**config.mk**
```make
export PLATFORM = sky130hd
export DESIGN_NAME = mc_ctrl
export DESIGN_NICKNAME = d
export VERILOG_FILES = /design/src/rtl/mc_pkg.sv /design/src/rtl/mc_decode.sv /design/src/rtl/mc_ctrl.sv
export SDC_FILE = /design/constraint.sdc
export NUM_CORES = 1
export LEC_CHECK = 0
export BUFFER_PORTS_ARGS = -buffer_cell sky130_fd_sc_hd__clkbuf_2
export CAP_MARGIN = 20
export CORE_ASPECT_RATIO = 1.4
export CORE_UTILIZATION = 25
export CTS_BUF_LIST = sky130_fd_sc_hd__clkbuf_4 sky130_fd_sc_hd__clkbuf_8
export DETAILED_ROUTE_END_ITERATION = 12
export GPL_TIMING_DRIVEN = 0
export PLACE_DENSITY_LB_ADDON = 0.05
export SYNTH_ARGS = -nofsm -noshare
export SYNTH_HDL_FRONTEND = slang
export SYNTH_SLANG_ARGS = --single-unit
```
**constraint.sdc**
```tcl
create_clock -name clk -period 2.4 [get_ports clk]
set_input_delay 0.24 -clock clk [delete_from_list [all_inputs] [get_ports clk]]
set_output_delay 0.24 -clock clk [all_outputs]
set_load 0.03 [all_outputs]
```
**src/rtl/mc_pkg.sv**
```systemverilog
// mc_ctrl shared encodings: opcodes, functs, states and datapath select codes.
// Also imported by the datapath ALU and the immediate extender.
package mc_pkg;

  localparam logic [5:0] OP_RTYPE = 6'b000000;
  localparam logic [5:0] OP_ORI   = 6'b001101;
  localparam logic [5:0] OP_LW    = 6'b100011;
  localparam logic [5:0] OP_SW    = 6'b101011;
  localparam logic [5:0] OP_BEQ   = 6'b000100;
  localparam logic [5:0] OP_LUI   = 6'b001111;
  localparam logic [5:0] OP_J     = 6'b000010;
  localparam logic [5:0] OP_JAL   = 6'b000011;

  localparam logic [5:0] FN_ADDU  = 6'b100001;
  localparam logic [5:0] FN_SUBU  = 6'b100011;

  typedef enum logic [2:0] {
    S_IF   = 3'd0,
    S_ID   = 3'd1,
    S_EX   = 3'd2,
    S_MEM  = 3'd3,
    S_WB   = 3'd4,
    S_TRAP = 3'd7
  } state_t;

  typedef enum logic [2:0] {
    ALU_ADD = 3'd0,
    ALU_SUB = 3'd1,
    ALU_OR  = 3'd2,
    ALU_LUI = 3'd3
  } alu_op_t;

  typedef enum logic [1:0] {
    EXT_ZERO = 2'd0,
    EXT_SIGN = 2'd1,
    EXT_HIGH = 2'd2
  } ext_op_t;

  typedef enum logic [1:0] {
    RD_RT = 2'd0,
    RD_RD = 2'd1,
    RD_RA = 2'd2
  } reg_dst_t;

  typedef enum logic [1:0] {
    WB_ALU = 2'd0,
    WB_MEM = 2'd1,
    WB_PC4 = 2'd2
  } wb_sel_t;

  // One-hot instruction class produced by mc_decode
  typedef struct packed {
    logic addu;
    logic subu;
    logic ori;
    logic lw;
    logic sw;
    logic beq;
    logic lui;
    logic j;
    logic jal;
  } inst_t;

  function automatic logic is_rtype(inst_t i);
    return i.addu | i.subu;
  endfunction

  function automatic logic is_mem(inst_t i);
    return i.lw | i.sw;
  endfunction

endpackage

```
**src/rtl/mc_decode.sv**
```systemverilog
// mc_decode: opcode/funct to one-hot instruction class plus illegal flag.
// jal is only recognised when MC_CTRL_JAL_EN is defined.
module mc_decode
  import mc_pkg::*;
(
  input  logic [5:0] opcode,
  input  logic [5:0] funct,
  output inst_t      inst,
  output logic       illegal
);

  // Classify the instruction; anything unmatched is illegal
  always_comb begin
    inst = '0;
    unique case (opcode)
      OP_RTYPE: begin
        if (funct == FN_ADDU) inst.addu = 1'b1;
        else if (funct == FN_SUBU) inst.subu = 1'b1;
      end
      OP_ORI: inst.ori = 1'b1;
      OP_LW:  inst.lw  = 1'b1;
      OP_SW:  inst.sw  = 1'b1;
      OP_BEQ: inst.beq = 1'b1;
      OP_LUI: inst.lui = 1'b1;
      OP_J:   inst.j   = 1'b1;
`ifdef MC_CTRL_JAL_EN
      OP_JAL: inst.jal = 1'b1;
`endif
      default: ;
    endcase
    illegal = ~|inst;
  end

endmodule

```
**src/rtl/mc_ctrl.sv**
```systemverilog
// mc_ctrl: multi-cycle control FSM for the single-ported MIPS datapath.
// Optional jal support is enabled with MC_CTRL_JAL_EN.
module mc_ctrl
  import mc_pkg::*;
(
  input  logic       clk,
  input  logic       rst,
  input  logic [5:0] opcode,
  input  logic [5:0] funct,
  input  logic       alu_zero,
  input  logic       mem_rdy,
  output logic       pc_wr,
  output logic       ir_wr,
  output logic       npc_sel,
  output logic       is_jump,
  output logic       reg_wr,
  output logic [1:0] reg_dst,
  output logic       alu_src,
  output logic [2:0] alu_op,
  output logic [1:0] ext_op,
  output logic       mem_rd,
  output logic       mem_wr,
  output logic [1:0] wb_sel,
  output logic [2:0] state,
  output logic       illegal
);

  state_t cur;
  state_t nxt;
  inst_t  inst;
  logic   bad_op;

  logic   pc_c;
  logic   ir_c;
  logic   npc_c;
  logic   jmp_c;
  logic   rw_c;
  logic   mr_c;
  logic   mw_c;

  // alu_zero is consumed by the NPC, not by the sequencer
  logic   unused_ok;
  assign unused_ok = alu_zero;

  mc_decode u_dec (
    .opcode  (opcode),
    .funct   (funct),
    .inst    (inst),
    .illegal (bad_op)
  );

  // State register with synchronous active-low reset
  always_ff @(posedge clk) begin
    if (!rst) cur <= S_IF;
    else      cur <= nxt;
  end

  // Next-state sequencing
  always_comb begin
    nxt = cur;
    case (cur)
      S_IF: nxt = S_ID;
      S_ID: begin
        if (bad_op)        nxt = S_TRAP;
        else if (inst.j)   nxt = S_IF;
        else if (inst.jal) nxt = S_WB;
        else               nxt = S_EX;
      end
      S_EX: begin
        if (inst.beq)          nxt = S_IF;
        else if (is_mem(inst)) nxt = S_MEM;
        else                   nxt = S_WB;
      end
      S_MEM: begin
        if (mem_rdy) nxt = inst.lw ? S_WB : S_IF;
      end
      S_WB:   nxt = S_IF;
      S_TRAP: nxt = S_TRAP;
      default: nxt = S_IF;
    endcase
  end

  // Per-state datapath enables and selects
  always_comb begin
    pc_c    = 1'b0;
    ir_c    = 1'b0;
    npc_c   = 1'b0;
    jmp_c   = 1'b0;
    rw_c    = 1'b0;
    mr_c    = 1'b0;
    mw_c    = 1'b0;
    reg_dst = RD_RT;
    alu_src = 1'b0;
    alu_op  = ALU_ADD;
    ext_op  = EXT_ZERO;
    wb_sel  = WB_ALU;
    case (cur)
      S_IF: ir_c = 1'b1;
      S_ID: begin
        if (inst.j) begin
          jmp_c = 1'b1;
          pc_c  = 1'b1;
        end
      end
      S_EX: begin
        unique case (1'b1)
          inst.addu: alu_op = ALU_ADD;
          inst.subu: alu_op = ALU_SUB;
          inst.ori: begin
            alu_op  = ALU_OR;
            alu_src = 1'b1;
          end
          inst.lui: begin
            alu_op  = ALU_LUI;
            alu_src = 1'b1;
            ext_op  = EXT_HIGH;
          end
          inst.lw, inst.sw: begin
            alu_op  = ALU_ADD;
            alu_src = 1'b1;
            ext_op  = EXT_SIGN;
          end
          inst.beq: begin
            alu_op = ALU_SUB;
            npc_c  = 1'b1;
            pc_c   = 1'b1;
          end
          default: ;
        endcase
      end
      S_MEM: begin
        mr_c = inst.lw;
        mw_c = inst.sw;
        pc_c = inst.sw & mem_rdy;
      end
      S_WB: begin
        rw_c = 1'b1;
        pc_c = 1'b1;
        if (is_rtype(inst)) reg_dst = RD_RD;
        if (inst.lw) wb_sel = WB_MEM;
        if (inst.jal) begin
          jmp_c   = 1'b1;
          reg_dst = RD_RA;
          wb_sel  = WB_PC4;
        end
      end
      default: ;
    endcase
  end

  // Reset forces every enable low in the same cycle
  assign pc_wr   = pc_c  & rst;
  assign ir_wr   = ir_c  & rst;
  assign npc_sel = npc_c & rst;
  assign is_jump = jmp_c & rst;
  assign reg_wr  = rw_c  & rst;
  assign mem_rd  = mr_c  & rst;
  assign mem_wr  = mw_c  & rst;

  assign state   = cur;
  assign illegal = (cur == S_TRAP);

endmodule

```
==> results.md <==
- Avg WL per Cell: 11.0 um
- Leakage: 0.359 nW
- H-Tree Depth: 1
- RSZ-0062 raised after global routing: false
- Count leader, synth: nor2_1
- Top_reg_cell synth: dfxtp_1
- CTS Buf Count: 3
- Critical-path maximum fanout: 8
- Max incr delay on CP: 450 ps
- Number of setup buffers added after CTS: 0
- Clk Latency, worst-skew pair: 230 ps
- Synth cell count leaders: nor2_1 (10), nand2_1 (8), a21oi_1 (6)
- Post-Syn Instances: 73
- Initial core utilization: 27.1%
- Worst R2R Setup Slack: 940 ps
- Hold Startpoint: rst
- Final Hold Viols: 0
- Clock Tree Buf Depth: 2
- # Max-Cap Violations: 0
- Minimum clock period: 2070 ps
- Max FFs per register: 3
- Top cells by area, synth: dfxtp_1 (12%), nor2_1 (7.8%), a21oi_1 (6.2%)
- Total core area: 1780 um2
- Data required, critical path: 2160 ps
- Number of global-route vias before repair: 556
- Avg Vias per Cell: 4.92
- Mapped Area: 482 um2
- Status: complete, no violations
- Maximum VDD drop: 0.556 mV
- Util after Layout: 39.6%
- Initial drt markers: 8
- Die width: 39.1 um
- Worst path top cell family by delay: buffers and inverters
- Layout area overhead: 46.2%
- Post-synth EDFFs: 0
- Routed via count: 644
- CP arrival: 1830 ps
- Gr usage total: 15.0%
- Synth async-reset ratio: 0%
- Final worst-path cycle share: 86.4%
- Fin. max-slew vios: 0
- WP buf/inv: 3
- Area leader, netlist: dfxtp_1
- Critical path origin: state[2]$_SDFFE_PN0P_
- Row cnt: 18
- Routed Wire Length: 1440 um
- FMAX: 482 MHz
- Seq/Total Area, Yosys: 12.5%
- Tot Pwr: 0.000489 W
- CP Class: flip-flop to output port
- Post-DP HPWL: 1200 um
- Reg2reg start: state[2]$_SDFFE_PN0P_
- Setup crit end kind: output port
- Crit path launch type: flip-flop
- Critical path cell sequence: clkbuf_1 > inv_1 > or3_1 > nand2_1 > o21a_1 > clkbuf_2
- Port Buffers: 32
- First-pass GRT wire length: 2240 um
- Drt drc: 0
- CTS tree: built
- Share of cells above drive strength 1: 39.6%
- Largest net degree at the start of global routing: 12
- # resized after CTS: 0
- Clk sinks: 3
- Area of the die: 2110 um2
- Routability cong.: 0.768
- Slowest CP cell: or3_1
- Final net count: 128
- Fill cells: 219
- Post-layout instance area: 704 um2
- Final setup vio count: 0
- Die Ht: 53.9 um
- Root Driver: clkbuf_4
- Syn avg cell area: 6.60 um2
- Cell variety after synth: 35
- Final Skew: 1.16 ps
- Ant diodes: 0
- # hold bufs at CTS: 0
- Antenna violations before repair: 0
- Min-Delay Path Class: primary input to flip-flop
- IO Pins: 37
- DRT antenna net count: 0
- Final TNS setup: 0 ps
- Top-area cell type share of the netlist area: 12.5%
- Synth warn: 0
- Clock transition at path regs: 30 ps
- Post-DP Area: 674 um2
- Seq cells post-synth: 3
- Pwr Density: 694 nW/um2
- First drt pass iteration count: 4
- GRT Residual Overflow: 0
==> area by class of cell <==
class / instances / area [um2] / area share [%]
Sequential cell: 3 / 60.1 / 8.53
Tap cell: 20 / 25.0 / 3.55
Timing Repair Buffer: 32 / 160 / 22.7
Inverter: 3 / 11.3 / 1.60
Clock buffer: 4 / 30.0 / 4.26
Multi-Input combinational cell: 64 / 388 / 55.1
Buffer: 5 / 30.0 / 4.26
==> placed cells by master, fill, tap and decap left out, types with 2 or more instances in the layout <==
| cell | instances |
|---|---|
| clkbuf_2 | 32 |
| nor2_1 | 10 |
| nand2_1 | 8 |
| a21oi_1 | 6 |
| nor3_1 | 4 |
| clkbuf_4 | 4 |
| inv_1 | 3 |
| buf_4 | 3 |
| conb_1 | 3 |
| dfxtp_1 | 3 |
| clkbuf_1 | 2 |
| and3_2 | 2 |
| nor2b_1 | 2 |
| a31oi_1 | 2 |
| nand2b_1 | 2 |
| and3_1 | 2 |
| nand3_1 | 2 |
| mux2i_1 | 2 |
==> through the flow <==
step	setup slack, ps	hold WS (ps)	instances
floorplan	220	349	75
global placement	517	573	127
finish	327	323	131
CTS	279	316	131
global route	160	344	131
detailed placement	487	566	127
==> report_power, final <==
part           leakage [nW]  switching (W)  internal, W  total [W]
sequential           0.0248      0.0000178    0.0000696  0.0000874
clock                0.0184      0.0000244    0.0000734  0.0000978
combinational         0.316       0.000199     0.000104   0.000303
==> metal layers <==
metal / vias up / part of all wire [%] / global-route usage (%)
met4: 0 / 0 / 7.47
met3: 0 / 5.9 / 0
li1: 333 / - / -
met5: - / 0 / 0
met1: 284 / 41 / 16.4
met2: 27 / 53 / 28.3
==> logic make-up (layout without fill, tap and decap cells) <==
| logic type | count (synthesis) | count (layout) | share of synthesized area [%] |
|---|---|---|---|
| flip-flops | 3 | 3 | 12.5 |
| multiplexers | 2 | 2 | 4.16 |
| AO/OA/AOI/OAI | 15 | 15 | 20.3 |
| buffers and inverters | 8 | 44 | 8.57 |
| other | 1 | 3 | 0.778 |
| AND/OR/NAND/NOR | 44 | 44 | 53.8 |
==> path summary, 6_finish.rpt <==
check / end / cells past startpoint
min reg2reg: state[0]$_SDFFE_PN0P_ / 2
max reg2reg: state[0]$_SDFFE_PN0P_ / 5
max: pc_wr / 6
min: state[0]$_SDFFE_PN0P_ / 2
Note: power is estimated with default switching activity, not from simulation.
